### config.mk
export PLATFORM = sky130hd
export DESIGN_NAME = uart_rx_sampler
export DESIGN_NICKNAME = d
export VERILOG_FILES = /design/src/rtl/uart_pkg.sv /design/src/rtl/uart_sync2.sv /design/src/rtl/uart_rx_sampler.sv
export SDC_FILE = /design/constraint.sdc
export NUM_CORES = 1
export LEC_CHECK = 0
export BUFFER_PORTS_ARGS = -buffer_cell sky130_fd_sc_hd__buf_4
export CORE_MARGIN = 4
export CORE_UTILIZATION = 40
export DETAILED_ROUTE_END_ITERATION = 10
export PLACE_DENSITY = 0.54
export SLEW_MARGIN = 15
export SYNTH_ARGS = -nofsm -noshare
export SYNTH_HDL_FRONTEND = slang
export SYNTH_HIERARCHICAL = 1
export SYNTH_SLANG_ARGS = --single-unit
### constraint.sdc
create_clock -name clk -period 1.9 [get_ports clk]
set_input_delay 0.19 -clock clk [delete_from_list [all_inputs] [get_ports clk]]
set_output_delay 0.19 -clock clk [all_outputs]
set_load 0.005 [all_outputs]
### src/rtl/uart_pkg.sv
// Shared UART definitions: receiver states, baud divisors and frame width.
package uart_pkg;

  typedef enum logic [2:0] {
    StIdle,
    StStart,
    StData,
    StStop,
    StWaitHigh
  } rx_state_e;

  localparam int unsigned BPS115200 = 868;
  localparam int unsigned BPS230400 = 434;
  localparam int unsigned BPS460800 = 217;
  localparam int unsigned BPSTEST   = 5;

  localparam int unsigned DATA_BITS = 8;

  function automatic logic maj3(input logic a, input logic b, input logic c);
    return (a & b) | (a & c) | (b & c);
  endfunction

endpackage

### src/rtl/uart_sync2.sv
// Two-flop synchronizer; both stages reset to 1 so an idle-high line reads idle.
module uart_sync2 #(
  parameter int unsigned WIDTH = 1
) (
  input  logic             clk,
  input  logic             reset,
  input  logic [WIDTH-1:0] d_in,
  output logic [WIDTH-1:0] q_out
);

  logic [WIDTH-1:0] r_meta;
  logic [WIDTH-1:0] r_sync;

  always_ff @(posedge clk or negedge reset) begin
    if (!reset) begin
      r_meta <= '1;
      r_sync <= '1;
    end else begin
      r_meta <= d_in;
      r_sync <= r_meta;
    end
  end

  assign q_out = r_sync;

endmodule

### src/rtl/uart_rx_sampler.sv
// 8N1 UART receiver: mid-bit 3-sample majority vote, glitch-rejecting start detect,
// framing/overrun flags and a one-entry valid/ready holding register.
module uart_rx_sampler
  import uart_pkg::*;
#(
  parameter int unsigned CLKS_PER_BIT = BPS115200
) (
  input  logic       clk,
  input  logic       reset,
  input  logic       rx_in,
  output logic [7:0] rx_data,
  output logic       rx_data_valid,
  input  logic       rx_data_ready,
  output logic       frame_err,
  output logic       overrun_err,
  output logic       busy
);

  localparam int unsigned HALF  = CLKS_PER_BIT / 2;
  localparam int unsigned CNT_W = $clog2(CLKS_PER_BIT);
  localparam int unsigned IDX_W = $clog2(DATA_BITS);

  rx_state_e            r_state;
  rx_state_e            w_state_next;
  logic [CNT_W-1:0]     r_clk_cnt;
  logic [IDX_W-1:0]     r_bit_idx;
  logic [1:0]           r_samp;
  logic [DATA_BITS-1:0] r_shreg;
  logic [1:0]           r_prime;
  logic                 r_armed;
  logic                 r_deliver;
  logic                 r_frame_err;
  logic                 r_overrun;
  logic [7:0]           r_data;
  logic                 r_valid;

  logic w_rx_s;
  logic w_at_lo;
  logic w_at_mid;
  logic w_at_decide;
  logic w_at_wrap;
  logic w_vote;
  logic w_start_det;
  logic w_last_bit;
  logic w_stop_ok;
  logic w_stop_bad;
  logic w_shift_en;
  logic w_load;

  uart_sync2 #(
    .WIDTH(1)
  ) u_sync (
    .clk  (clk),
    .reset(reset),
    .d_in (rx_in),
    .q_out(w_rx_s)
  );

  assign w_at_lo     = (r_clk_cnt == CNT_W'(HALF - 1));
  assign w_at_mid    = (r_clk_cnt == CNT_W'(HALF));
  assign w_at_decide = (r_clk_cnt == CNT_W'(HALF + 1));
  assign w_at_wrap   = (r_clk_cnt == CNT_W'(CLKS_PER_BIT - 1));
  assign w_vote      = maj3(r_samp[0], r_samp[1], w_rx_s);
  assign w_start_det = r_armed && !w_rx_s;
  assign w_last_bit  = (r_bit_idx == IDX_W'(DATA_BITS - 1));

  always_ff @(posedge clk or negedge reset) begin
    if (!reset) r_state <= StIdle;
    else        r_state <= w_state_next;
  end

  always_comb begin
    w_state_next = r_state;
    unique case (r_state)
      StIdle:     if (w_start_det) w_state_next = StStart;
      StStart: begin
        if (w_at_decide && w_vote) w_state_next = StIdle;
        else if (w_at_wrap)        w_state_next = StData;
      end
      StData:     if (w_at_wrap && w_last_bit) w_state_next = StStop;
      StStop:     if (w_at_decide) w_state_next = w_vote ? StIdle : StWaitHigh;
      StWaitHigh: if (w_rx_s) w_state_next = StIdle;
      default:    w_state_next = StIdle;
    endcase
  end

  always_comb begin
    busy       = (r_state != StIdle);
    w_shift_en = (r_state == StData) && w_at_decide;
    w_stop_ok  = (r_state == StStop) && w_at_decide && w_vote;
    w_stop_bad = (r_state == StStop) && w_at_decide && !w_vote;
  end

  always_ff @(posedge clk or negedge reset) begin
    if (!reset) begin
      r_clk_cnt <= '0;
      r_bit_idx <= '0;
      r_samp    <= '0;
      r_shreg   <= '0;
    end else begin
      // The detect cycle itself is sample 0 of the start bit.
      if (r_state == StIdle)  r_clk_cnt <= w_start_det ? CNT_W'(1) : '0;
      else if (w_at_wrap)     r_clk_cnt <= '0;
      else                    r_clk_cnt <= r_clk_cnt + CNT_W'(1);

      if (r_state != StData)  r_bit_idx <= '0;
      else if (w_at_wrap)     r_bit_idx <= r_bit_idx + IDX_W'(1);

      if (w_at_lo)  r_samp[0] <= w_rx_s;
      if (w_at_mid) r_samp[1] <= w_rx_s;
      if (w_shift_en) r_shreg <= {w_vote, r_shreg[DATA_BITS-1:1]};
    end
  end

  // The synchronizer's reset value of 1 is not a real line sample, so arming
  // waits until both stages have been loaded from rx_in.
  always_ff @(posedge clk or negedge reset) begin
    if (!reset) begin
      r_prime <= '0;
      r_armed <= 1'b0;
    end else begin
      r_prime <= {r_prime[0], 1'b1};
      if (r_prime[1] && w_rx_s) r_armed <= 1'b1;
    end
  end

  assign w_load = r_deliver && (!r_valid || rx_data_ready);

  always_ff @(posedge clk or negedge reset) begin
    if (!reset) begin
      r_deliver   <= 1'b0;
      r_frame_err <= 1'b0;
      r_overrun   <= 1'b0;
      r_data      <= '0;
      r_valid     <= 1'b0;
    end else begin
      r_deliver   <= w_stop_ok;
      r_frame_err <= w_stop_bad;
      r_overrun   <= r_deliver && !w_load;
      if (w_load) r_data <= r_shreg;
      if (w_load)             r_valid <= 1'b1;
      else if (rx_data_ready) r_valid <= 1'b0;
    end
  end

  assign rx_data       = r_data;
  assign rx_data_valid = r_valid;
  assign frame_err     = r_frame_err;
  assign overrun_err   = r_overrun;

endmodule

==> results.py, run 1 <==
metrics = {
    "outcome": {
        "status": "finished, final reports clean",
    },
    "synthesis": {
        "synth_area_mm2": 0.00186,
        "yosysWarnings": 6,
        "synth_edf_count": 0,
        "synth_cell_types": 36,
        "async_flop_share": 1.00,
        "ys_seq_area_frac": 0.579,
        "synth_nets": 150,
        "synth_area_per_cell_um2": 13.2,
        "synthFlopType": "dfrtp_1",
        "synthCells": 141,
        "synth-seq-cells": 43,
    },
    "cts": {
        "numCtsBuffers": 5,
        "clock_sinks": 43,
        "clk_latency_ns": 0.30,
        "cts-root-buf": "clkbuf_8",
        "path_clk_slew_ns": 0.08,
        "clock_path_buffers": 2,
        "postCtsSetupBuffers": 0,
        "cts_max_level": 2,
        "tritoncts": "yes",
    },
    "worst_setup_path": {
        "endpoint_kind": "flip-flop",
        "crit_start": "r_clk_cnt[0]",
        "endpoint": "r_state[1]",
        "critPathLaunchType": "flip-flop",
        "criticalPathCategory": "reg2reg",
        "r2r-start": "r_clk_cnt[0]",
        "rr_endpoint": "r_state[1]",
        "ff2ff_setup_slack_ns": 0.18,
        "r2r_cells": 5,
        "worstPathRequired_ns": 2.12,
        "path_max_fanout": 8,
        "cp.arrival_ns": 1.94,
    },
    "placed_design": {
        "postPlaceCellArea_mm2": 0.00203,
        "detailedPlace.worstSlack_ns": 0.123,
        "dpl.hpwl_um": 2090,
        "portBuffers": 15,
        "gp_congestion": 0.775,
    },
    "sta": {
        "setup_tns_ns": 0,
        "fmax_mhz": 582,
        "fin_worst_skew_ns": 0.00893,
        "worst_pin_slew_ns": 0.523,
        "rsz0062_at_grt": "false",
        "setup_ws_ns": 0.183,
        "whs_ns": 0.179,
        "hold_viol": 0,
        "setup_viol": 0,
        "min_period_ns": 1.72,
        "timing.final.crit_share": 0.904,
        "slew_violations": 0,
        "slew_headroom": 0.651,
    },
    "detailed_routing": {
        "wl_um": 2990,
        "num_vias": 1085,
        "drtPass1Iterations": 4,
        "wire_per_inst_um": 13.9,
        "drt_iter0_drc": 55,
        "ant_nets": 0,
        "drc_errors": 0,
        "avgViaCountPerCell": 5.02,
    },
    "final_layout": {
        "finalNetCount": 172,
        "ff_latch_area_mm2": 0.00108,
        "nFillCells": 419,
        "multiInputGateArea_um2": 757,
        "area_delta_synth_final_pct": 16.5,
        "drive_gt1_frac": 0.287,
        "diodes": 0,
        "finish.utilization": 0.488,
        "stdcell_area_mm2": 0.00217,
    },
    "global_route": {
        "grt_use_met3": 0.0343,
        "grt_usage": 0.115,
        "antenna_found_initial": 0,
        "grt_max_degree": 44,
        "grt_remaining_overflow": 0,
        "grt_pass1_vias": 1079,
        "use_met1": 0.163,
        "grt_util_met2": 0.163,
        "grt_pass1_wl_um": 5330,
        "grt.busiest_layer": "met2",
    },
    "min_path": {
        "hold_class": "in2reg",
    },
    "floorplan": {
        "dieHeight_um": 76.2,
        "rows": 24,
        "num_io_pins": 16,
        "initial_core_util": 0.419,
        "dieArea_mm2": 0.00581,
        "coreArea_mm2": 0.00444,
        "dieWidth_um": 76.2,
    },
    "power": {
        "cellLeakagePower_uw": 0.00110,
        "ir_worst_vdd_mv": 0.428,
        "power_density_mw_per_mm2": 948,
    },
    "flow_run": {
        "maxCapViolations": 0,
    },
}
==> cell type report <==
| cell class | count | area share |
|---|---|---|
| clock buffer | 6 | 0.0381 |
| clock inverter | 2 | 0.0179 |
| inverter | 4 | 0.00692 |
| multi-input combinational | 92 | 0.349 |
| sequential | 43 | 0.497 |
| tap | 52 | 0.0300 |
| timing repair buffer | 17 | 0.0611 |
==> layer usage <==
metal	up-vias	wire (um)	part of all wire
met5	-	0	0
met2	15	1370	0.46
met3	6	111	0.037
li1	526	-	-
met4	0	54	0.018
met1	538	1460	0.49
==> where the power goes <==
part / switching [uW] / internal, uW
Combinational: 105 / 104
Sequential: 109 / 993
Clock: 314 / 432
Total: 528 / 1530
==> repair_timing <==
action                                  in CTS  in global routing
resized for setup                            0                  1
endpoints found under the setup margin       0                  1
hold buffers                                 2                  0
hold endpoints to repair                    42                  0
==> cell families (layout without fill, tap and decap cells) <==
family | after synthesis | count (layout) | synth area share
AOI/OAI and AO/OA | 9 | 9 | 0.0356
xor gates and xnor gates | 9 | 9 | 0.0423
adders and majority gates | 6 | 6 | 0.0390
buffers and inverters | 6 | 29 | 0.0161
DFF | 43 | 43 | 0.579
muxes | 20 | 20 | 0.136
other | 1 | 1 | 0.00201
and+or+nand+nor | 47 | 47 | 0.150
==> cells in the final DEF (no fill, tap or decap), types with 2 or more instances in the layout <==
cell type       n
nor2b_1         2
ha_1            4
nand2b_1        2
dfrtp_1        41
inv_1           4
buf_4          15
and4_1          3
dfstp_2         2
nand4_1         2
mux2i_1         2
dlygate4sd3_1   2
nand2_1         9
nand3_1         2
nor2_1         15
a22o_1          2
and4bb_1        2
mux2_1          2
mux2_4          8
xor2_1          5
xnor2_1         4
a21o_1          2
mux2_2          8
clkbuf_8        6
and3_1          4
==> worst max-delay path, stage by stage, from the launching register on <==
cell and delay (ns):
dfrtp_1 0.42, ha_2 0.26, and4bb_1 0.22, nand3_2 0.20, or3b_1 0.40, a21oi_1 0.14
==> registers in the layout, summed over array words and instances (netlist names) <==
name and flops:
r_clk_cnt 10, r_shreg 8, rx_data 8, r_bit_idx 3
r_state 3, r_prime 2, r_samp 2, frame_err 1
overrun_err 1, r_armed 1, r_deliver 1, rx_data_valid 1
u_sync/q_out 1, u_sync/r_meta 1
==> worst min path at each step <==
stage,from,end,slack (ns),cells after the start
3_3_place_gp,reset,rx_data[2],0.20,1
6_report,rx_data_ready,overrun_err,0.18,3
4_1_cts,rx_data_ready,overrun_err,0.18,3
2_1_floorplan,reset,frame_err,-0.11,0
5_1_grt,rx_data_ready,overrun_err,0.20,3
3_5_place_dp,reset,rx_data[2],0.21,1
==> cell usage after synthesis, types with 3 or more instances <==
cell     count  share of area
xor2_1       5          0.024
ha_1         5          0.034
and4_1       3          0.014
nand2_1      9          0.018
mux2_2       8          0.048
xnor2_1      4          0.019
mux2_4       8          0.064
inv_1        4         0.0081
and3_1       4          0.013
dfrtp_1     41           0.55
nor2_1      15          0.030
==> per-stage QoR <==
| stage | total power, uW | instances |
|---|---|---|
| final | 2060 | 216 |
| after detailed placement | 1320 | 206 |
| after floorplan | 1270 | 141 |
| after CTS | 2090 | 216 |
| after global placement | 1320 | 206 |
| after global routing | 2170 | 216 |
Note: power is estimated with default switching activity, not from simulation.
==> inputs of run 2 (changes only) <==
- CAP_MARGIN: not set -> 20
- SYNTH_HIERARCHICAL: 1 -> not set
==> run 2 against run 1 <==
Register-to-register slack got worse by 0.06 ns. Clock power is 28% lower. Die area increased by 2.0%. Flip-flop and latch count unchanged. Highest routed layer unchanged.
==> results.py, run 2 <==
metrics = {
    "detailed_routing": {
        "drt_iter0_drc": 48,
        "met3_length_um": 126,
        "drc_errors": 0,
        "avgViaCountPerCell": 5.13,
        "route.met2.wl_um": 1610,
        "wl_um": 3230,
        "num_vias": 1196,
        "wire_per_inst_um": 13.9,
        "wl_met1_um": 1420,
        "drtPass1Iterations": 3,
        "top_layer": "met4",
        "ant_nets": 0,
    },
    "final_layout": {
        "drive_gt1_frac": 0.265,
        "finish.utilization": 0.493,
        "finalNetCount": 189,
        "diodes": 0,
        "top_register": "r_clk_cnt",
        "largest_register_ffs": 10,
        "multiInputGateArea_um2": 796,
        "final_common_cell": "dfrtp_1",
        "nFillCells": 408,
        "layout_common_cells": "dfrtp_1 (41), buf_4 (18), nor2_1 (15), mux2_2 (12), nand2_1 (11)",
        "ff_latch_area_mm2": 0.00108,
        "area_delta_synth_final_pct": 15.8,
    },
    "cts": {
        "numCtsBuffers": 5,
        "clk_latency_ns": 0.29,
        "cts-root-buf": "clkbuf_8",
        "cts_max_level": 2,
        "path_clk_slew_ns": 0.07,
        "tritoncts": "yes",
        "clock_sinks": 43,
        "clock_path_buffers": 2,
    },
    "worst_setup_path": {
        "crit_start": "r_state[1]",
        "path_max_fanout": 8,
        "endpoint_kind": "flip-flop",
        "cp.arrival_ns": 1.96,
        "r2r-start": "r_state[1]",
        "criticalPathCategory": "reg2reg",
        "critPathSlowestCell": "or3_1",
        "worstPathRequired_ns": 2.08,
        "max_stage_delay_ns": 0.52,
        "cp_cell_sequence": "inv_2 -> or3_1 -> nor2_8 -> mux2_2",
        "critPathLaunchType": "flip-flop",
    },
    "sta": {
        "rsz0062_at_grt": "true",
        "timing.final.crit_share": 0.938,
        "slew_violations": 0,
        "setup_viol": 0,
        "setup_tns_ns": 0,
        "hold_viol": 0,
        "worst_pin_slew_ns": 0.527,
        "fin_worst_skew_ns": 0.00569,
        "slew_headroom": 0.649,
        "min_period_ns": 1.78,
        "fmax_mhz": 561,
    },
    "global_route": {
        "grt_max_degree": 44,
        "grt_pass1_wl_um": 5590,
        "grt_remaining_overflow": 0,
        "grt_usage": 0.119,
        "antenna_found_initial": 0,
        "grt_pass1_vias": 1242,
    },
    "floorplan": {
        "dieHeight_um": 77,
        "coreArea_mm2": 0.00447,
        "dieWidth_um": 77,
        "num_io_pins": 16,
        "rows": 24,
        "initial_core_util": 0.426,
        "dieArea_mm2": 0.00593,
    },
    "synthesis": {
        "synth_top_area_cell": "dfrtp_1",
        "yosysWarnings": 0,
        "synth_nets": 164,
        "synthCells": 155,
        "synth_cell_types": 42,
        "ys_seq_area_frac": 0.566,
        "synth_area_per_cell_um2": 12.3,
        "synth_area_leaders": "dfrtp_1 (54%), mux2_2 (7.1%), mux2_1 (3.5%), ha_1 (3.3%), nor2_1 (3.0%)",
        "async_flop_share": 1.00,
        "synth_top_area_frac": 0.539,
        "synthFlopType": "dfrtp_1",
        "synth-seq-cells": 43,
        "yosysMostFrequentCell": "dfrtp_1",
        "synth_edf_count": 0,
        "synthTopCellsByCount": "dfrtp_1 (41), nor2_1 (15), mux2_2 (12), nand2_1 (11), inv_1 (7)",
        "synth_area_mm2": 0.00190,
    },
    "placed_design": {
        "gp_congestion": 0.817,
        "portBuffers": 15,
        "dpl.hpwl_um": 2300,
    },
    "power": {
        "power_density_mw_per_mm2": 883,
        "ir_worst_vdd_mv": 0.519,
        "cellLeakagePower_uw": 0.00110,
    },
    "outcome": {
        "status": "finished, final reports clean",
    },
    "min_path": {
        "hold_class": "in2reg",
        "hp-start": "rx_data_ready",
    },
    "flow_run": {
        "maxCapViolations": 0,
    },
}
[run 2: cell count changes after synthesis, sizes merged, moves of 3 or more]
cell / previous run / this run
nor3: 0 / 3
nand2: 9 / 12
inv: 4 / 8
and3: 4 / 1
or3: 0 / 3
[run 2: worst max-delay path, delay by kind of cell (launching register included)]
family	cells	cell delay [ns]
buffers and inverters	1	0.08
DFF	1	0.49
muxes	1	0.35
and+or+nand+nor	2	0.75
[run 2: final cells by class]
type,count,area share
sequential,43,0.489
timing repair buffer,20,0.0703
multi-input combinational,102,0.361
clock inverter,1,0.00227
tap,52,0.0295
clock buffer,7,0.0346
inverter,8,0.0136
[run 2: cells by family (layout without fill, tap and decap cells)]
kind of cell	after synthesis	after routing	synth area share
other	1	1	0.00197
multiplexers	18	18	0.106
adder cells (fa/ha/maj)	6	6	0.0388
buffers and inverters	10	36	0.0217
XOR/XNOR	9	9	0.0414
flip-flops	43	43	0.566
AND/OR/NAND/NOR	53	53	0.169
AO/OA/AOI/OAI	15	15	0.0545
[run 2: report_power, final]
| group | switching, uW | internal [uW] |
|---|---|---|
| logic | 149 | 138 |
| registers | 128 | 995 |
| clock network | 280 | 258 |
[run 2: path summary, 6_finish.rpt]
kind	end	depth (start not counted)	slack (ns)
max	r_shreg[0]	4	0.12
min	overrun_err	3	0.19
max reg2reg	r_shreg[0]	4	0.12
min reg2reg	r_prime[1]	0	0.36
max in group asynchronous	u_sync.r_meta	2	1.10
min in group asynchronous	rx_data[6]	2	0.43
[run 2: per-layer routing]
metal / vias to the layer above / track usage
met2: 17 / 0.208
met3: 6 / 0.0363
met5: - / 0
li1: 587 / -
met4: 0 / 0.0534
met1: 586 / 0.133
[run 2: repair_timing]
action                                 CTS  global route
hold buffers                             2             0
resized for setup                        0             3
setup endpoints to repair                0             8
setup buffers                            0             1
endpoints found under the hold margin   42             0
[run 2: through the flow]
stage               setup slack, ns  instance area (um^2)  hold slack [ns]  instances  total power, uW
global placement              0.164                  2090            0.201        222             1410
global route               -0.00252                  2210            0.194        233             2080
floorplan                     0.149                  1900           -0.106        155             1320
CTS                          0.0738                  2190            0.175        232             1980
finish                        0.118                  2210            0.186        233             1950
detailed placement           0.0807                  2090            0.210        222             1430
